[src/rtl/imm_gen_pipe.sv]
// Decode-stage immediate generator with an in-order output FIFO.
// Define IMM_GEN_PC_TARGET_EN to add the per-entry PC-relative target adder.
module imm_gen_pipe #(
  parameter int XLEN  = 32,
  parameter int DEPTH = 2,
  parameter int TAG_W = 4
) (
  input  logic             clk,
  input  logic             rst_n,
  input  logic             in_valid,
  output logic             in_ready,
  input  logic [31:0]      in_instr,
  input  logic [2:0]       in_imm_src,
  input  logic [XLEN-1:0]  in_pc,
  input  logic [TAG_W-1:0] in_tag,
  output logic             out_valid,
  input  logic             out_ready,
  output logic [XLEN-1:0]  out_imm,
  output logic [XLEN-1:0]  out_target,
  output logic [TAG_W-1:0] out_tag,
  output logic             out_err
);

  localparam int PTR_W   = $clog2(DEPTH);
  localparam int CNT_W   = $clog2(DEPTH + 1);
  localparam int SHAMT_W = (XLEN == 64) ? 6 : 5;

  typedef struct packed {
    logic [XLEN-1:0]  imm;
    logic [TAG_W-1:0] tag;
    logic             err;
  } entry_t;

  logic [XLEN-1:0]  imm;
  logic             err;
  logic [PTR_W-1:0] wr_ptr;
  logic [PTR_W-1:0] rd_ptr;
  logic [CNT_W-1:0] count;
  logic             push;
  logic             pop;
  entry_t           mem [DEPTH];

  always_comb begin
    imm = '0;
    err = 1'b0;
    case (in_imm_src)
      3'b000: imm = XLEN'($signed(in_instr[31:20]));
      3'b001: imm = XLEN'($signed({in_instr[31:25], in_instr[11:7]}));
      3'b010: imm = XLEN'($signed({in_instr[31], in_instr[7], in_instr[30:25],
                                   in_instr[11:8], 1'b0}));
      3'b011: imm = XLEN'($signed({in_instr[31], in_instr[19:12], in_instr[20],
                                   in_instr[30:21], 1'b0}));
      3'b100: imm = XLEN'($signed({in_instr[31:12], 12'b0}));
      3'b101: imm = XLEN'(in_instr[20 +: SHAMT_W]);
      default: err = 1'b1;
    endcase
  end

  // Gated by rst_n so nothing is accepted on a reset edge.
  assign in_ready  = rst_n && (count < CNT_W'(DEPTH));
  assign out_valid = (count != '0);
  assign push      = in_valid && in_ready;
  assign pop       = out_valid && out_ready;

  always_ff @(posedge clk) begin
    if (!rst_n) begin
      count  <= '0;
      wr_ptr <= '0;
      rd_ptr <= '0;
    end else begin
      if (push) wr_ptr <= wr_ptr + PTR_W'(1);
      if (pop)  rd_ptr <= rd_ptr + PTR_W'(1);
      if (push && !pop)      count <= count + CNT_W'(1);
      else if (pop && !push) count <= count - CNT_W'(1);
    end
  end

  // NOTE: storage is not reset; out_valid masks every read of a stale slot.
  always_ff @(posedge clk) begin
    if (push) mem[wr_ptr] <= '{imm: imm, tag: in_tag, err: err};
  end

  assign out_imm = out_valid ? mem[rd_ptr].imm : '0;
  assign out_tag = out_valid ? mem[rd_ptr].tag : '0;
  assign out_err = out_valid ? mem[rd_ptr].err : 1'b0;

`ifdef IMM_GEN_PC_TARGET_EN
  logic [XLEN-1:0] tgt_mem [DEPTH];
  logic            unused_opcode;

  always_ff @(posedge clk) begin
    if (push) tgt_mem[wr_ptr] <= in_pc + imm;
  end

  assign out_target    = out_valid ? tgt_mem[rd_ptr] : '0;
  assign unused_opcode = ^in_instr[6:0];
`else
  logic unused_opcode;

  assign out_target    = '0;
  assign unused_opcode = ^{in_instr[6:0], in_pc};
`endif

endmodule

[config.mk]
export PLATFORM = sky130hd
export DESIGN_NAME = imm_gen_pipe
export DESIGN_NICKNAME = d
export VERILOG_FILES = /design/src/rtl/imm_gen_pipe.sv
export SDC_FILE = /design/constraint.sdc
export NUM_CORES = 1
export LEC_CHECK = 0
export CAP_MARGIN = 20
export CORE_MARGIN = 1
export CORE_UTILIZATION = 43
export CTS_CLUSTER_DIAMETER = 50
export DETAILED_ROUTE_END_ITERATION = 16
export HOLD_SLACK_MARGIN = 0.12
export PLACE_DENSITY = 0.79
export SLEW_MARGIN = 30
export SYNTH_ARGS = -nofsm -noshare
export SYNTH_HDL_FRONTEND = slang
export SYNTH_SLANG_ARGS = --single-unit
[constraint.sdc]
create_clock -name clk -period 7.05 [get_ports clk]
set_input_delay 1.41 -clock clk [delete_from_list [all_inputs] [get_ports clk]]
set_output_delay 1.41 -clock clk [all_outputs]
set_load 0.005 [all_outputs]
==> results_tabular.tex, run 1 <==
\begin{tabular}{lr}
\hline
Metric & Value \\
\hline
\multicolumn{2}{l}{\textbf{Status}} \\
Status & completed \\
\multicolumn{2}{l}{\textbf{Clocking}} \\
CTS tree & built \\
Post-CTS repair timing setup buffer count & 0 \\
Library cell used as clock root buffer & sky130\_fd\_sc\_hd\_\_clkbuf\_8 \\
Hold bufs inserted after CTS & 0 \\
Count of clock tree sinks & 79 \\
Count of instances resized after the clock tree is built & 0 \\
CTS clock-pin slew for the worst setup and hold paths & 0.08 ns \\
Deepest level of the CTS H-tree & 3 \\
Clock buffers created by TritonCTS & 9 \\
Clock latency on the worst-skew pair & roughly 0.34 ns \\
Deepest clock path buffer count & 2 \\
\multicolumn{2}{l}{\textbf{Synthesis}} \\
Synthesis warning total & 0 \\
Summed instance area of the synthesized netlist & $\sim$3800 um2 \\
Flop and latch count out of synthesis & 79 \\
Mean Syn Cell Area & 12.9 um2 \\
Post-synth EDFFs & 74 \\
Count of distinct cell types in the synthesized netlist & 33 \\
Prevailing post-synth register cell & sky130\_fd\_sc\_hd\_\_edfxtp\_1 \\
Synth area leader & sky130\_fd\_sc\_hd\_\_edfxtp\_1 \\
Sequential share of the synthesized area & 61.0\% \\
Fraction of synthesized cell area taken by the top area cell type & 58.4\% \\
Post-synthesis instance total & between 200 and 300 \\
Most frequent cell after synthesis & sky130\_fd\_sc\_hd\_\_edfxtp\_1 \\
Leading cell types by total area after synthesis & sky130\_fd\_sc\_hd\_\_edfxtp\_1 58\%, sky130\_fd\_sc\_hd\_\_mux2i\_1 11\%, sky130\_fd\_sc\_hd\_\_buf\_4 7.5\% \\
Most used standard cells in the synthesized netlist & 74 x sky130\_fd\_sc\_hd\_\_edfxtp\_1, 42 x sky130\_fd\_sc\_hd\_\_mux2i\_1, 41 x sky130\_fd\_sc\_hd\_\_nor2\_1 \\
Proportion of register bits with asynchronous set or reset after synthesis & 0\% \\
\multicolumn{2}{l}{\textbf{Global route}} \\
Initial antenna violation count & 0 \\
GRT Total Usage & between 10\% and 20\% \\
First-pass GRT wire length & 10900 um \\
Via count of the first global-routing pass & roughly 2300 \\
Pin count of the biggest net entering global routing & 38 \\
Overflow left after global routing & 0 \\
\multicolumn{2}{l}{\textbf{Worst setup path}} \\
Critical path arrival & around 2.7 ns \\
Setup crit start kind & input pin \\
CP max stage cell & sky130\_fd\_sc\_hd\_\_clkdlybuf4s50\_1 \\
Data required time at the worst endpoint & 5.64 ns \\
Most common cell on crit path & sky130\_fd\_sc\_hd\_\_clkdlybuf4s50\_1 \\
Category of the critical setup timing path & in2out \\
Kind of cell adding the most delay to the critical path & buffers and inverters \\
Cells along the critical path & clkdlybuf4s50\_1 > nor2b\_1 > clkdlybuf4s50\_1 \\
Sort of element at the end of the critical path & output pin \\
Largest incremental delay on the critical path & 0.54 ns \\
Critical path buffer and inverter count & 2 \\
Maximum fanout along the worst path & 6 \\
\multicolumn{2}{l}{\textbf{Finish}} \\
Final cell count without fillers & approximately 470 \\
Share of post-route cells with drive strength above 1 & 7.10\% \\
Finished Cell Area & 4690 um2 \\
Syn-to-layout area delta & 23.1\% \\
Diode count & 0 \\
Net total in the final layout & 439 \\
\multicolumn{2}{l}{\textbf{Power}} \\
Internal Power & 1.09 mW \\
Lkg Pwr & $\sim$1.7 nW \\
Net switching component of the power & about 440 uW \\
Share of total power in sequential cells & 42.0\% \\
Sw Share & 28.6\% \\
Share of power burned in combinational logic & $\sim$35\% \\
Portion of total power attributed to the clock network & 22.6\% \\
Highest ir drop seen on vdd & 0.000179 V \\
Power per standard cell area & 326 nW/um2 \\
\multicolumn{2}{l}{\textbf{Floorplanning}} \\
DIE AREA & 9230 um2 \\
Number of rows in the core area & 33 \\
Total I/O pin count & 146 \\
Horiz. Die Dim & 96.1 um \\
Die height & 96.1 um \\
Starting Density & 45.4\% \\
Core area & about 8400 um2 \\
\multicolumn{2}{l}{\textbf{Routing}} \\
Iter 0 DRT Violations & 113 \\
Via density per instance & 4.98 \\
Drc violations & 0 \\
Met2 WL post-DR & 3560 um \\
Number of optimization iterations in the first detailed-route pass & 4 \\
Remaining antenna violation count & 0 \\
Uppermost layer routed & met4 \\
Routed met3 length & 590 um \\
Average wire per standard cell & about 15 um \\
Total number of vias & 2345 \\
Aggregate routed wire length & 7070 um \\
Wire length on met1 & 2770 um \\
\multicolumn{2}{l}{\textbf{Timing}} \\
Final Hold Vio Count & 0 \\
Max Transition Viols Final & 0 \\
Hold slack & 0.566 ns \\
Portion of the clock cycle consumed by the worst path in the final layout & between 50 and 60\% \\
Least setup slack across all paths after layout & 2.96 ns \\
Max\_slew headroom & between 30\% and 40\% \\
Skew final & roughly 0.0072 ns \\
Least-Margin Pin Slew & around 0.9 ns \\
Setup violation total in the final timing report & 0 \\
Setup TNS Final & 0 ns \\
Maximum achievable frequency & 0.245 GHz \\
Unrepaired setup endpoints after global routing & false \\
Period minus WS final & a little over 4 ns \\
\multicolumn{2}{l}{\textbf{Place}} \\
HPWL after DPL & 4750 um \\
Placement Cell Area & 4500 um2 \\
Pre-CTS worst setup slack & 2.95 ns \\
Placed cells & between 400 and 500 \\
Count of port buffers added during placement & 74 \\
Global placer's final weighted congestion & 0.750 \\
\multicolumn{2}{l}{\textbf{Min path}} \\
Class of the worst hold path & reg2reg \\
\multicolumn{2}{l}{\textbf{Job}} \\
Max-capacitance violation count & 0 \\
\hline
\end{tabular}
power by group through the flow:
stage	clock, mW	sequential (mW)	combinational (mW)
2_1_floorplan	0	0.606	0.320
3_3_place_gp	0	0.651	0.537
3_5_place_dp	0	0.655	0.549
4_1_cts	0.354	0.644	0.552
5_1_grt	0.372	0.651	0.594
6_report	0.345	0.641	0.541
per-layer routing:
layer  up-vias  global-route usage, %
li1       1135                      -
met1      1105                   18.3
met2        93                   28.8
met3        12                   4.58
met4         0                   8.46
met5         -                      0
final cells by class:
cell class                 instances  area, um2
tap                              105        131
timing repair buffer              77        773
clock buffer                      10        128
sequential                        79       2330
clock inverter                     4       72.6
inverter                           2       7.51
multi-input combinational        194       1250
fill                             707       3700
worst paths after layout:
path	from	endpoint	slack [ns]	cells after the start
setup reg to reg	count[1]	mem[0][26]	5.31	4
hold / removal	count[1]	count[1]	0.57	2
setup / recovery	rst_n	in_ready	2.96	3
hold reg to reg	count[1]	count[1]	0.57	2
kinds of logic (layout without fill, tap and decap cells):
kind of cell             Yosys count  count (layout)  share of synthesized area, %
AO/OA/AOI/OAI                     45              45                          7.40
adder cells (fa/ha/maj)            1               1                         0.329
other                              1              32                        0.0985
XOR/XNOR                           5               5                          1.64
multiplexers                      43              43                          11.3
flip-flops                        79              79                          61.0
AND/OR/NAND/NOR                   68              68                          8.61
buffers and inverters             54              93                          9.57
flip-flops by register name (all words and copies together) (netlist names), named ones only:
signal / cells
mem: 74
rd_ptr: 1
count: 2
wr_ptr: 1
through the flow:
step / power (mW) / utilization [%]
after detailed placement: 1.20 / 53.6
after global placement: 1.19 / 53.3
after CTS: 1.55 / 56.0
final: 1.53 / 55.9
after global routing: 1.62 / 55.9
after floorplan: 0.925 / -
placed cells by master (no fill, tap or decap), types with 9 or more instances in the layout:
cell,n
sky130_fd_sc_hd__conb_1,32
sky130_fd_sc_hd__edfxtp_1,74
sky130_fd_sc_hd__nor2_1,40
sky130_fd_sc_hd__mux2i_1,42
sky130_fd_sc_hd__a21o_1,10
sky130_fd_sc_hd__clkbuf_8,9
sky130_fd_sc_hd__clkdlybuf4s50_1,72
sky130_fd_sc_hd__nor2b_1,10
tightest hold or removal path, cell delays in order (launching register included):
cell                       delay, ns
sky130_fd_sc_hd__dfxtp_1        0.36
sky130_fd_sc_hd__o21ai_0        0.10
sky130_fd_sc_hd__a21boi_1       0.06
(Power assumes the default switching activity.)
==> run 2: changes to the inputs <==
--- a/config.mk
+++ b/config.mk
@@ -7,11 +7,11 @@
 export LEC_CHECK = 0
 export CAP_MARGIN = 20
 export CORE_MARGIN = 1
-export CORE_UTILIZATION = 43
+export CORE_UTILIZATION = 40
 export CTS_CLUSTER_DIAMETER = 50
 export DETAILED_ROUTE_END_ITERATION = 16
 export HOLD_SLACK_MARGIN = 0.12
-export PLACE_DENSITY = 0.79
+export PLACE_DENSITY = 0.77
 export SLEW_MARGIN = 30
 export SYNTH_ARGS = -nofsm -noshare
 export SYNTH_HDL_FRONTEND = slang
==> constraint.sdc (replaced) <==
create_clock -name clk -period 3.75 [get_ports clk]
set_input_delay 0.75 -clock clk [delete_from_list [all_inputs] [get_ports clk]]
set_output_delay 0.75 -clock clk [all_outputs]
set_load 0.005 [all_outputs]
==> run 2 against run 1 <==
  * Non-clock buffer count up 6
  * Cell area up 1.9%
  * Critical path type is now reg2out
  * Core utilization down 4.2 points
  * Critical path depth up 1
==> results_tabular.tex, run 2 (same netlist as run 1, synthesis figures left out) <==
\begin{tabular}{lr}
\hline
Metric & Value \\
\hline
\multicolumn{2}{l}{\textbf{Timing}} \\
Skew final & 0.00847 ns (+0.00127 ns) \\
Setup violation total in the final timing report & 0 (unchanged) \\
Maximum achievable frequency & 0.342 GHz \\
Setup TNS Final & 0 ns (unchanged) \\
Least setup slack across all paths after layout & 0.822 ns (-2.14 ns) \\
Period minus WS final & about 2.9 ns \\
Max Transition Viols Final & 0 (unchanged) \\
Least-Margin Pin Slew & 0.655 ns (-0.250 ns) \\
Final Hold Vio Count & 0 (unchanged) \\
Unrepaired setup endpoints after global routing & false \\
Max\_slew headroom & 56.2\% (+17 points) \\
Portion of the clock cycle consumed by the worst path in the final layout & 78.1\% \\
\multicolumn{2}{l}{\textbf{Floorplanning}} \\
Horiz. Die Dim & 99.5 um (+3.6\%) \\
Core area & 9240 um2 (+10\%) \\
Number of rows in the core area & 35 (+6.1\%) \\
DIE AREA & 9910 um2 (+7.3\%) \\
Die height & 99.5 um (+3.6\%) \\
Total I/O pin count & 146 (unchanged) \\
Starting Density & 41.2\% (-4.2 points) \\
\multicolumn{2}{l}{\textbf{Clocking}} \\
Clock buffers created by TritonCTS & 9 (unchanged) \\
Deepest level of the CTS H-tree & 3 (unchanged) \\
Post-CTS repair timing setup buffer count & 0 (unchanged) \\
Clock latency on the worst-skew pair & 0.34 ns (about the same) \\
Count of instances resized after the clock tree is built & 0 (unchanged) \\
Deepest clock path buffer count & 2 (unchanged) \\
Hold bufs inserted after CTS & 0 (unchanged) \\
Library cell used as clock root buffer & sky130\_fd\_sc\_hd\_\_clkbuf\_8 \\
CTS tree & built \\
CTS clock-pin slew for the worst setup and hold paths & 0.07 ns (about the same) \\
Count of clock tree sinks & 79 (unchanged) \\
\multicolumn{2}{l}{\textbf{Routing}} \\
Number of optimization iterations in the first detailed-route pass & 4 (unchanged) \\
Drc violations & 0 (unchanged) \\
Remaining antenna violation count & 0 (unchanged) \\
Total number of vias & 2395 (+2.1\%) \\
Via density per instance & 4.76 (-4.4\%) \\
Aggregate routed wire length & 7570 um (+7.1\%) \\
Average wire per standard cell & 15.1 um (+0.32\%) \\
Iter 0 DRT Violations & 101 (-11\%) \\
\multicolumn{2}{l}{\textbf{Global route}} \\
Pin count of the biggest net entering global routing & 39 (+2.6\%) \\
M1 GR Usage & 19.7\% (+1.3 points) \\
Initial antenna violation count & 0 (unchanged) \\
Most Crowded Layer GR & met2 \\
First-pass GRT wire length & 11900 um (+9.2\%) \\
GRT Total Usage & 15.7\% (-0.78 points) \\
Met3 track utilization from global routing & 3.16\% (-1.4 points) \\
Overflow left after global routing & 0 (unchanged) \\
Via count of the first global-routing pass & 2359 (+4.7\%) \\
Met2 GRT Util & 26.9\% (-1.9 points) \\
\multicolumn{2}{l}{\textbf{Power}} \\
Highest ir drop seen on vdd & 0.000260 V (+45\%) \\
Lkg Pwr & 1.71 nW (+1.9\%) \\
Total power consumption of the routed design & 2.93 mW (+92\%) \\
Power per standard cell area & 614 nW/um2 (+88\%) \\
\multicolumn{2}{l}{\textbf{Worst setup path}} \\
Origin of the critical flop-to-flop path & count[1] \\
Kind of cell adding the most delay to the critical path & buffers and inverters \\
Critical path buffer and inverter count & 2 (unchanged) \\
Critical path arrival & 2.18 ns (-0.50 ns) \\
Largest incremental delay on the critical path & 0.70 ns (+0.16 ns) \\
Sort of element at the end of the critical path & output pin \\
Cells along the critical path & buf\_4 > mux2i\_1 > nor2\_1 > clkdlybuf4s50\_1 \\
Data required time at the worst endpoint & 3.00 ns (-2.64 ns) \\
Maximum fanout along the worst path & 19 (+13) \\
CP max stage cell & sky130\_fd\_sc\_hd\_\_dfxtp\_2 \\
Setup crit start kind & flop \\
Category of the critical setup timing path & reg2out \\
\multicolumn{2}{l}{\textbf{Status}} \\
Status & completed \\
\multicolumn{2}{l}{\textbf{Finish}} \\
Max FFs per register & 74 (unchanged) \\
Finished Cell Area & 4770 um2 (+1.9\%) \\
Net total in the final layout & 445 (+1.4\%) \\
FF/Latch Area & 2320 um2 (-0.11\%) \\
Fill cells & 781 (+10\%) \\
Share of post-route cells with drive strength above 1 & 8.29\% (+1.2 points) \\
Registers with the highest flip-flop counts & mem x74, count x2 \\
Diode count & 0 (unchanged) \\
Most used cells in the layout excluding fill and tap cells & 74 x sky130\_fd\_sc\_hd\_\_clkdlybuf4s50\_1, 74 x sky130\_fd\_sc\_hd\_\_edfxtp\_1, 42 x sky130\_fd\_sc\_hd\_\_mux2i\_1, 40 x sky130\_fd\_sc\_hd\_\_nor2\_1, 32 x sky130\_fd\_sc\_hd\_\_conb\_1 \\
Syn-to-layout area delta & 25.4\% \\
Total area of multi-input combinational cells & 1250 um2 (unchanged) \\
Top reg by flops & mem \\
\multicolumn{2}{l}{\textbf{Place}} \\
Placement Cell Area & 4560 um2 (+1.4\%) \\
Count of port buffers added during placement & 74 (unchanged) \\
Global placer's final weighted congestion & 0.717 (-4.4\%) \\
HPWL after DPL & 5180 um (+9.2\%) \\
Pre-CTS worst setup slack & 0.947 ns (-2.00 ns) \\
\multicolumn{2}{l}{\textbf{Job}} \\
Max-capacitance violation count & 0 (unchanged) \\
\multicolumn{2}{l}{\textbf{Min path}} \\
Startpoint of the worst hold path & count[1] \\
Class of the worst hold path & reg2reg \\
\hline
\end{tabular}
-- run 2: worst min-delay path, cell delays in order, from the launching register on --
cell                       delay, ns
sky130_fd_sc_hd__dfxtp_1        0.36
sky130_fd_sc_hd__o21ai_0        0.10
sky130_fd_sc_hd__a21boi_1       0.06
-- run 2: worst paths after layout --
kind	endpoint	slack, ns	cells past startpoint
max	out_imm[20]	0.82	4
max reg2reg	mem[0][6]	2.01	4
min	count[1]	0.56	2
min reg2reg	count[1]	0.56	2
-- run 2: area by class of cell --
| cell class | instances | area share (%) |
|---|---|---|
| timing repair buffer | 83 | 17.2 |
| inverter | 2 | 0.157 |
| clock buffer | 11 | 2.75 |
| multi-input combinational | 194 | 26.1 |
| tap | 129 | 3.38 |
| sequential | 79 | 48.7 |
| clock inverter | 5 | 1.70 |
-- run 2: per-layer routing --
layer | vias to the layer above | share of wire, % | wire, um
met5 | - | 0 | 0
met4 | 0 | 1.0 | 78
met3 | 8 | 5.3 | 404
met2 | 81 | 50 | 3780
met1 | 1162 | 44 | 3310
li1 | 1144 | - | -
-- run 2: metrics by stage --
stage                     cells  util [%]  hold slack, ns
after global placement      487      49.4           0.520
after detailed placement    487      49.4           0.548
after floorplan             327         -           0.491
after global routing        503      51.7           0.615
final                       503      51.7           0.559
after CTS                   503      51.7           0.562
-- run 2: power breakdown --
group          switching, mW  internal [mW]
sequential            0.0777           1.09
combinational          0.489          0.600
clock                  0.297          0.377
total                  0.864           2.07
==> run 3: changes to the inputs <==
==> constraint.sdc (replaced) <==
create_clock -name clk -period 2.6 [get_ports clk]
set_input_delay 0.52 -clock clk [delete_from_list [all_inputs] [get_ports clk]]
set_output_delay 0.52 -clock clk [all_outputs]
set_load 0.005 [all_outputs]
==> run 3 against run 2 <==
  * Wire length shrank 2.6%
  * Largest power group is now combinational cells
  * Critical endpoint is now in_ready
  * Combinational power grew 54%
  * Largest cell class unchanged
  * Hold slack lost 0.0074 ns
==> results_tabular.tex, run 3 (same netlist as run 1, synthesis figures left out) <==
\begin{tabular}{lr}
\hline
Metric & Value \\
\hline
\multicolumn{2}{l}{\textbf{Min path}} \\
Startpoint of the worst hold path & count[1] \\
End point of the worst hold path & count[1] \\
Hold path cells & 2 (unchanged) \\
Class of the worst hold path & reg2reg \\
\multicolumn{2}{l}{\textbf{Routing}} \\
Average wire per standard cell & 14.7 um (-2.6\%) \\
Iter 0 DRT Violations & 154 (+52\%) \\
Via density per instance & 4.67 (-1.9\%) \\
Remaining antenna violation count & 0 (unchanged) \\
Aggregate routed wire length & 7370 um (-2.6\%) \\
Drc violations & 0 (unchanged) \\
Total number of vias & 2349 (-1.9\%) \\
Number of optimization iterations in the first detailed-route pass & 4 (unchanged) \\
\multicolumn{2}{l}{\textbf{Timing}} \\
Max Transition Viols Final & 0 (unchanged) \\
Unrepaired setup endpoints after global routing & false \\
Max\_slew headroom & 58.1\% (+1.9 points) \\
Setup TNS Final & 0 ns (unchanged) \\
Period minus WS final & between 2 and 2.5 ns \\
Portion of the clock cycle consumed by the worst path in the final layout & 88.7\% \\
Least-Margin Pin Slew & 0.627 ns (-0.0282 ns) \\
Final Hold Vio Count & 0 (unchanged) \\
Maximum achievable frequency & 0.434 GHz \\
Skew final & 0.00824 ns (-0.000224 ns) \\
Setup violation total in the final timing report & 0 (unchanged) \\
\multicolumn{2}{l}{\textbf{Worst setup path}} \\
Cells along the critical path & clkdlybuf4s50\_1 > nor2b\_1 > clkdlybuf4s50\_1 \\
CP max stage cell & sky130\_fd\_sc\_hd\_\_clkdlybuf4s50\_1 \\
Data required time at the worst endpoint & 2.08 ns (-0.92 ns) \\
Number of cell instances on the worst register-to-register path & 5 (+1) \\
Endpoint of the lowest-slack register-to-register path & count[1] \\
Maximum fanout along the worst path & 6 (-13) \\
Critical path buffer and inverter count & 2 (unchanged) \\
Setup crit start kind & input pin \\
Sort of element at the end of the critical path & output pin \\
Critical path arrival & 1.79 ns (-0.39 ns) \\
Category of the critical setup timing path & in2out \\
Origin of the critical flop-to-flop path & count[1] \\
Kind of cell adding the most delay to the critical path & buffers and inverters \\
Largest incremental delay on the critical path & 0.54 ns (-0.16 ns) \\
Register-to-register setup slack & 1.03 ns (-0.98 ns) \\
Most common cell on crit path & sky130\_fd\_sc\_hd\_\_clkdlybuf4s50\_1 \\
\multicolumn{2}{l}{\textbf{Job}} \\
Max-capacitance violation count & 0 (unchanged) \\
\multicolumn{2}{l}{\textbf{Clocking}} \\
CTS tree & built \\
Library cell used as clock root buffer & sky130\_fd\_sc\_hd\_\_clkbuf\_8 \\
CTS clock-pin slew for the worst setup and hold paths & 0.08 ns (about the same) \\
Deepest level of the CTS H-tree & 3 (unchanged) \\
Clock buffers created by TritonCTS & 9 (unchanged) \\
Count of clock tree sinks & 79 (unchanged) \\
Count of instances resized after the clock tree is built & 0 (unchanged) \\
Clock latency on the worst-skew pair & 0.34 ns (about the same) \\
Deepest clock path buffer count & 2 (unchanged) \\
Hold bufs inserted after CTS & 0 (unchanged) \\
Post-CTS repair timing setup buffer count & 0 (unchanged) \\
\multicolumn{2}{l}{\textbf{Finish}} \\
Syn-to-layout area delta & 25.1\% \\
Top reg by flops & mem \\
Fill cells & 785 (+0.51\%) \\
Registers with the highest flip-flop counts & mem x74, count x2 \\
Final cell count without fillers & 503 (unchanged) \\
Most used cells in the layout excluding fill and tap cells & 74 x sky130\_fd\_sc\_hd\_\_clkdlybuf4s50\_1, 74 x sky130\_fd\_sc\_hd\_\_edfxtp\_1, 42 x sky130\_fd\_sc\_hd\_\_mux2i\_1, 40 x sky130\_fd\_sc\_hd\_\_nor2\_1, 32 x sky130\_fd\_sc\_hd\_\_conb\_1 \\
Share of post-route cells with drive strength above 1 & 8.29\% (unchanged) \\
Max FFs per register & 74 (unchanged) \\
Diode count & 0 (unchanged) \\
Net total in the final layout & 445 (unchanged) \\
\multicolumn{2}{l}{\textbf{Place}} \\
Count of port buffers added during placement & 74 (unchanged) \\
HPWL after DPL & 4910 um (-5.3\%) \\
Placed cells & 487 (unchanged) \\
Global placer's final weighted congestion & 0.754 (+5.1\%) \\
\multicolumn{2}{l}{\textbf{Floorplanning}} \\
Horiz. Die Dim & 99.5 um (unchanged) \\
DIE AREA & 9910 um2 (unchanged) \\
Die height & 99.5 um (unchanged) \\
Core area & 9240 um2 (unchanged) \\
Total I/O pin count & 146 (unchanged) \\
Starting Density & 41.2\% (unchanged) \\
Number of rows in the core area & 35 (unchanged) \\
\multicolumn{2}{l}{\textbf{Global route}} \\
Initial antenna violation count & 0 (unchanged) \\
Via count of the first global-routing pass & 2230 (-5.5\%) \\
First-pass GRT wire length & 11300 um (-5.0\%) \\
GRT Total Usage & 15.1\% (-0.65 points) \\
Overflow left after global routing & 0 (unchanged) \\
Pin count of the biggest net entering global routing & 39 (unchanged) \\
\multicolumn{2}{l}{\textbf{Power}} \\
Highest ir drop seen on vdd & 0.000399 V (+54\%) \\
Power per standard cell area & 858 nW/um2 (+40\%) \\
Lkg Pwr & 1.70 nW (-0.51\%) \\
\multicolumn{2}{l}{\textbf{Status}} \\
Status & completed \\
\hline
\end{tabular}
## run 3: stage by stage
step	cell area [um2]	hold WS [ns]	setup slack (ns)	power [mW]	utilization [%]
after CTS	4760	0.555	0.283	4.13	51.5
after detailed placement	4600	0.542	0.287	3.36	49.8
after global placement	4600	0.521	0.309	3.32	49.8
after global routing	4760	0.593	0.216	4.30	51.5
final	4760	0.552	0.295	4.08	51.5
after floorplan	3930	0.491	0.307	2.51	-
## run 3: worst max-delay path by stage
stage	depth (start not counted)	endpoint	startpoint	slack, ns
final	3	in_ready	rst_n	0.29
after global routing	3	in_ready	rst_n	0.22
after CTS	3	in_ready	rst_n	0.28
after detailed placement	3	in_ready	rst_n	0.29
after global placement	3	in_ready	rst_n	0.31
after floorplan	3	mem[0][0]	rst_n	0.31
## run 3: worst register-to-register path, stage by stage, from the launching register on
cell	delay [ns]
sky130_fd_sc_hd__dfxtp_1	0.42
sky130_fd_sc_hd__nor2b_1	0.09
sky130_fd_sc_hd__and2_1	0.19
sky130_fd_sc_hd__ha_1	0.33
sky130_fd_sc_hd__or3_1	0.35
sky130_fd_sc_hd__a21boi_1	0.13
## run 3: layout make-up
class,count,area [um2],area share (%)
Sequential cell,79,2320,48.8
Multi-Input combinational cell,194,1250,26.2
Timing Repair Buffer,83,858,18.0
Tap cell,129,161,3.39
Clock buffer,10,128,2.68
Clock inverter,6,35.0,0.736
Inverter,2,7.51,0.158
## run 3: metal layers
metal	vias up	wire length [um]	track usage, %
met2	91	3570	24.8
met3	10	344	3.51
met4	0	93	5.43
met1	1104	3360	19.6
li1	1144	-	-
met5	-	0	0
## run 3: where the power goes
part / internal (mW) / switching, mW
Clock: 0.342 / 0.436
Combinational: 0.916 / 0.759
Sequential: 1.57 / 0.0607
==> patch 1 (settings of run 2) <==
The parameter `XLEN` goes from 32 to 40.
--- a/src/rtl/imm_gen_pipe.sv
+++ b/src/rtl/imm_gen_pipe.sv
@@ -1,7 +1,7 @@
 // Decode-stage immediate generator with an in-order output FIFO.
 // Define IMM_GEN_PC_TARGET_EN to add the per-entry PC-relative target adder.
 module imm_gen_pipe #(
-  parameter int XLEN  = 32,
+  parameter int XLEN  = 40,
   parameter int DEPTH = 2,
   parameter int TAG_W = 4
 ) (
Interface: changed (resized in_pc, out_imm and out_target); port bits go from 146 to 170. The function was not compared with the original's and may differ.
==> patch 1 against run 2 <==
- clock skew fell by 1.1 ps
- final cell count rose by 3.0%
- total power shrank 1.9%
- critical path depth unchanged
- design area is 0.79% higher
- register-to-register slack gained 30 ps
- sequential cell count unchanged
- routed wire length shrank 3.0%
- largest power group is now combinational logic
- clock power down 20%
- area after synthesis up 3.2%
- hold slack got worse by 5.5 ps
- synthesized cell count grew 5.4%
- critical path type unchanged
- worst setup slack improved by 49 ps
==> patch 1: results (changes against run 2) <==
[logic_synthesis]
seq_area_frac_synth_pct = 59.1  ; was 61.0%
synth.top_cell.area_share_pct = 56.6  ; was 58.4%
synthTopCellsByArea = edfxtp_1 57%, mux2i_1 11%, buf_4 10%, nor2_1 3.9%, dfxtp_1 2.5%  ; was edfxtp_1 58%, mux2i_1 11%, buf_4 7.5%, nor2_1 4.0%, dfxtp_1 2.6%
ys_top_cells_by_count = 74 x edfxtp_1, 54 x buf_4, 42 x mux2i_1, 41 x nor2_1, 11 x nor2b_1  ; was 74 x edfxtp_1, 42 x mux2i_1, 41 x nor2_1, 38 x buf_4, 11 x nor2b_1
synth_edf_count = 74  ; unchanged

[cells_and_area]
multi_input_area_sq_mm = 0.00128  ; was 0.00125 sq mm
drive_above_1_share_pct = 7.71  ; was 8.29%
clk_share_pct = 3.43  ; was 4.46%
clkbuf_count = 10  ; was 11
non_clock_buffer_area_share_pct = 18.2  ; was 17.2%
num-nonclk-buffers = 90  ; was 83
final.fill_count = 841  ; was 781
multi_input_cells = 202  ; was 194
final_nets = 468  ; was 445
seq_share_pct = 48.3  ; was 48.7%

[detailed_routing]
dr.first_iter.drc_count = 58  ; was 101
routed_via_density = 4.60  ; was 4.76
wl_per_cell_microns = 14.2  ; was 15.1 microns

[setup_path]
r2r_end = mem[1][20]  ; was mem[0][6]
cp_max_fo = 16  ; was 19
rr_worst_depth = 3  ; was 4
slowest_stage = nor2_2  ; was dfxtp_2
endpoint = out_imm[11]  ; was out_imm[20]
rrSetupSlack_ps = 2040  ; was 2010 ps
worstPathArrival_ps = 2130  ; was 2180 ps
slowest_delay_ps = 560  ; was 700 ps

[outcome]
status = finished clean  ; unchanged

[global_routing]
track_usage_pct = 15.1  ; was 15.7%
grt_pass1_vias = 2357  ; was 2359
grt_pass1_wl_mm = 11.4  ; was 11.9 mm
grt_max_degree = 38  ; was 39

[pwr]
cellLeakagePower_uw = 0.00173  ; was 0.00171 uW
peakVddDrop_mv = 0.244  ; was 0.260 mV
internal-power_uw = 2000  ; was 2070 uW
power.share.clock_pct = 18.7  ; was 23.0%
p_comb_share_pct = 41.1  ; was 37.2%

[placement]
place_congestion = 0.794  ; was 0.717
hpwl_mm = 5.16  ; was 5.18 mm
io_buffers = 82  ; was 74

[cts]
htreeDepth = 3  ; unchanged
postCtsSetupRepairBufs = 0  ; unchanged

[timing]
worst_slew_pin_slew_ps = 783  ; was 655 ps
finalClockSkew_ps = 7.34  ; was 8.47 ps

[patch 1: routing by layer]
layer	share of wire [%]	vias up	GRT usage, %
met3	8.0	7	5.20
met5	0	-	0
met1	40	1110	16.5
met2	51	99	26.7
li1	-	1168	-
met4	1.1	0	6.13
[patch 1: cells by family (layout without fill, tap and decap cells)]
logic type	count (synthesis)	in the layout	synth area share (%)
other cells	1	40	0.0955
flops	79	79	59.1
buf+inv	70	108	12.3
simple gates	68	68	8.35
mux	43	43	11.0
xor+xnor	5	5	1.59
compound gates	45	45	7.17
fa+ha+maj	1	1	0.319
[patch 1: through the flow]
stage                     cells  total power (uW)  hold slack (ps)  cell area (sq um)  setup WS [ps]
after floorplan             351              1820              491               4070            522
after global placement      502              2360              522               4650            975
after detailed placement    502              2380              539               4650            966
after CTS                   518              2920              550               4820            794
after global routing        518              3050              592               4810            705
final                       518              2870              554               4810            870
==> patch 2 (settings of run 2) <==
Made on the original files. Register the output `out_err`, cleared by the reset; this adds one clock of latency there. The other outputs are not delayed to match.
--- a/src/rtl/imm_gen_pipe.sv
+++ b/src/rtl/imm_gen_pipe.sv
@@ -82,7 +82,13 @@
 
   assign out_imm = out_valid ? mem[rd_ptr].imm : '0;
   assign out_tag = out_valid ? mem[rd_ptr].tag : '0;
-  assign out_err = out_valid ? mem[rd_ptr].err : 1'b0;
+  always_ff @(posedge clk) begin
+    if (!rst_n) begin
+      out_err <= '0;
+    end else begin
+      out_err <= out_valid ? mem[rd_ptr].err : 1'b0;
+    end
+  end
 
 `ifdef IMM_GEN_PC_TARGET_EN
   logic [XLEN-1:0] tgt_mem [DEPTH];
Formal check against the unedited RTL: not equivalent (Yosys sat finds a counterexample within 4 cycles, from zero or initial values and one cycle with rst_n low).
==> patch 2 against run 2 <==
- design area up 1.3%
- non-clock buffer count stayed put
- first-iteration DRC count rose by 50%
- sequential cell count is 1 higher
- area after synthesis grew 0.82%
- worst setup slack gained 100 ps
- total power rose by 4.6%
- die area grew 0.81%
- routed wire length shrank 0.81%
- critical path type is now input pin to output port
==> patch 2: results (changes against run 2) <==
[setup_path]
cp-startpoint = rst_n
cp_max_fo = 7  ; was 19
slowest_stage = clkdlybuf4s50_1  ; was dfxtp_2
slowest_delay_ps = 550  ; was 700 ps
worstPathArrival_ps = 2080  ; was 2180 ps

[global_routing]
grt_pass1_wl_mm = 11.6  ; was 11.9 mm
grt_pass1_vias = 2364  ; was 2359
gr-usage-met3_pct = 3.13  ; was 3.16%
grt_use_met2_pct = 26.4  ; was 26.9%
track_usage_pct = 15.5  ; was 15.7%
met1_usage_pct = 19.0  ; was 19.7%

[detailed_routing]
firstDrtPassIters = 4  ; unchanged
dr.first_iter.drc_count = 151  ; was 101
met2_length_mm = 3.72  ; was 3.78 mm
routed_via_density = 4.75  ; was 4.76
top_layer_used = met4  ; unchanged
dr_wl_met3_microns = 435  ; was 404 microns
wirelength_mm = 7.51  ; was 7.57 mm
drt-met1-wl_mm = 3.23  ; was 3.31 mm

[worst_hold_path]
min_path_type = flop to flop  ; unchanged
hold_start = count[1]  ; unchanged

[cells_and_area]
num_antenna_cells = 0  ; unchanged
stdcell_count = 503  ; unchanged
top_regs = mem (74), count (2)  ; unchanged

[cts]
postCtsSetupRepairBufs = 0  ; unchanged
clk_latency_ps = 340  ; about the same
cts_resized = 0  ; unchanged
clkTransAtPathRegs_ps = 80

[logic_synthesis]
seq_area_frac_synth_pct = 61.0  ; about the same
yosysUniqueCellTypes = 34  ; was 33
synth_cells = 296  ; unchanged
ys_top_cells_by_count = 74 x edfxtp_1, 41 x mux2i_1, 40 x buf_4, 40 x nor2_1  ; was 74 x edfxtp_1, 42 x mux2i_1, 41 x nor2_1, 38 x buf_4, 11 x nor2b_1
synthTopCellsByArea = edfxtp_1 58%, mux2i_1 11%, buf_4 7.8%, nor2_1 3.9%, dfxtp_1 3.1%  ; was edfxtp_1 58%, mux2i_1 11%, buf_4 7.5%, nor2_1 4.0%, dfxtp_1 2.6%

[placement]
hpwl_mm = 5.08  ; was 5.18 mm
place_congestion = 0.735  ; was 0.717
dpl_cell_area_sq_mm = 0.00457  ; was 0.00456 sq mm
dpl.cell_count = 487  ; unchanged

[timing]
finalClockSkew_ps = 9.93  ; was 8.47 ps
worst_slew_pin_slew_ps = 636  ; was 655 ps

[pwr]
cellLeakagePower_uw = 0.00173  ; was 0.00171 uW
peakVddDrop_mv = 0.294  ; was 0.260 mV

[outcome]
status = finished clean  ; unchanged

[patch 2: worst paths after layout]
path	slack (ps)	cells after the start	end
worst max register to register	1980	3	mem[1][8]
worst max-delay path	920	3	in_ready
worst min-delay path	560	2	count[1]
worst min register to register	560	2	count[1]
[patch 2: power breakdown]
part | total, uW | internal, uW | switching (uW)
clock | 808 | 511 | 296
combinational | 1110 | 591 | 522
sequential | 1140 | 1100 | 41.5
[patch 2: cell families (layout without fill, tap and decap cells)]
kind of cell             Yosys count  after routing  synth area share [%]
AND/OR/NAND/NOR                   67             67                  8.74
adder cells (fa/ha/maj)            1              1                 0.326
buffers and inverters             54            101                  9.62
multiplexers                      43             43                  11.3
flip-flops                        80             80                  61.0
other                              1             32                0.0977
XOR/XNOR                           5              5                  1.63
AO/OA/AOI/OAI                     45             45                  7.27
[patch 2: cell type report]
cell class                 count  area [sq um]
sequential                    80          2340
multi-input combinational    193          1250
tap                          129           161
fill                         808          4450
inverter                       2          7.51
clock inverter                 5           129
timing repair buffer          83           808
clock buffer                  11           131
[patch 2: per-stage QoR]
step / worst slack (ps) / hold slack (ps) / total power [uW]
6_report: 922 / 563 / 3060
5_1_grt: 797 / 607 / 3220
4_1_cts: 883 / 566 / 3090
3_5_place_dp: 917 / 556 / 2290
3_3_place_gp: 969 / 521 / 2270
2_1_floorplan: 522 / 491 / 1760
[patch 2: worst register-to-register path, delay by kind of cell, from the launching register on]
| kind | cells | cell delay, ps |
|---|---|---|
| buf+inv | 1 | 300 |
| simple gates | 2 | 810 |
| flops | 1 | 370 |
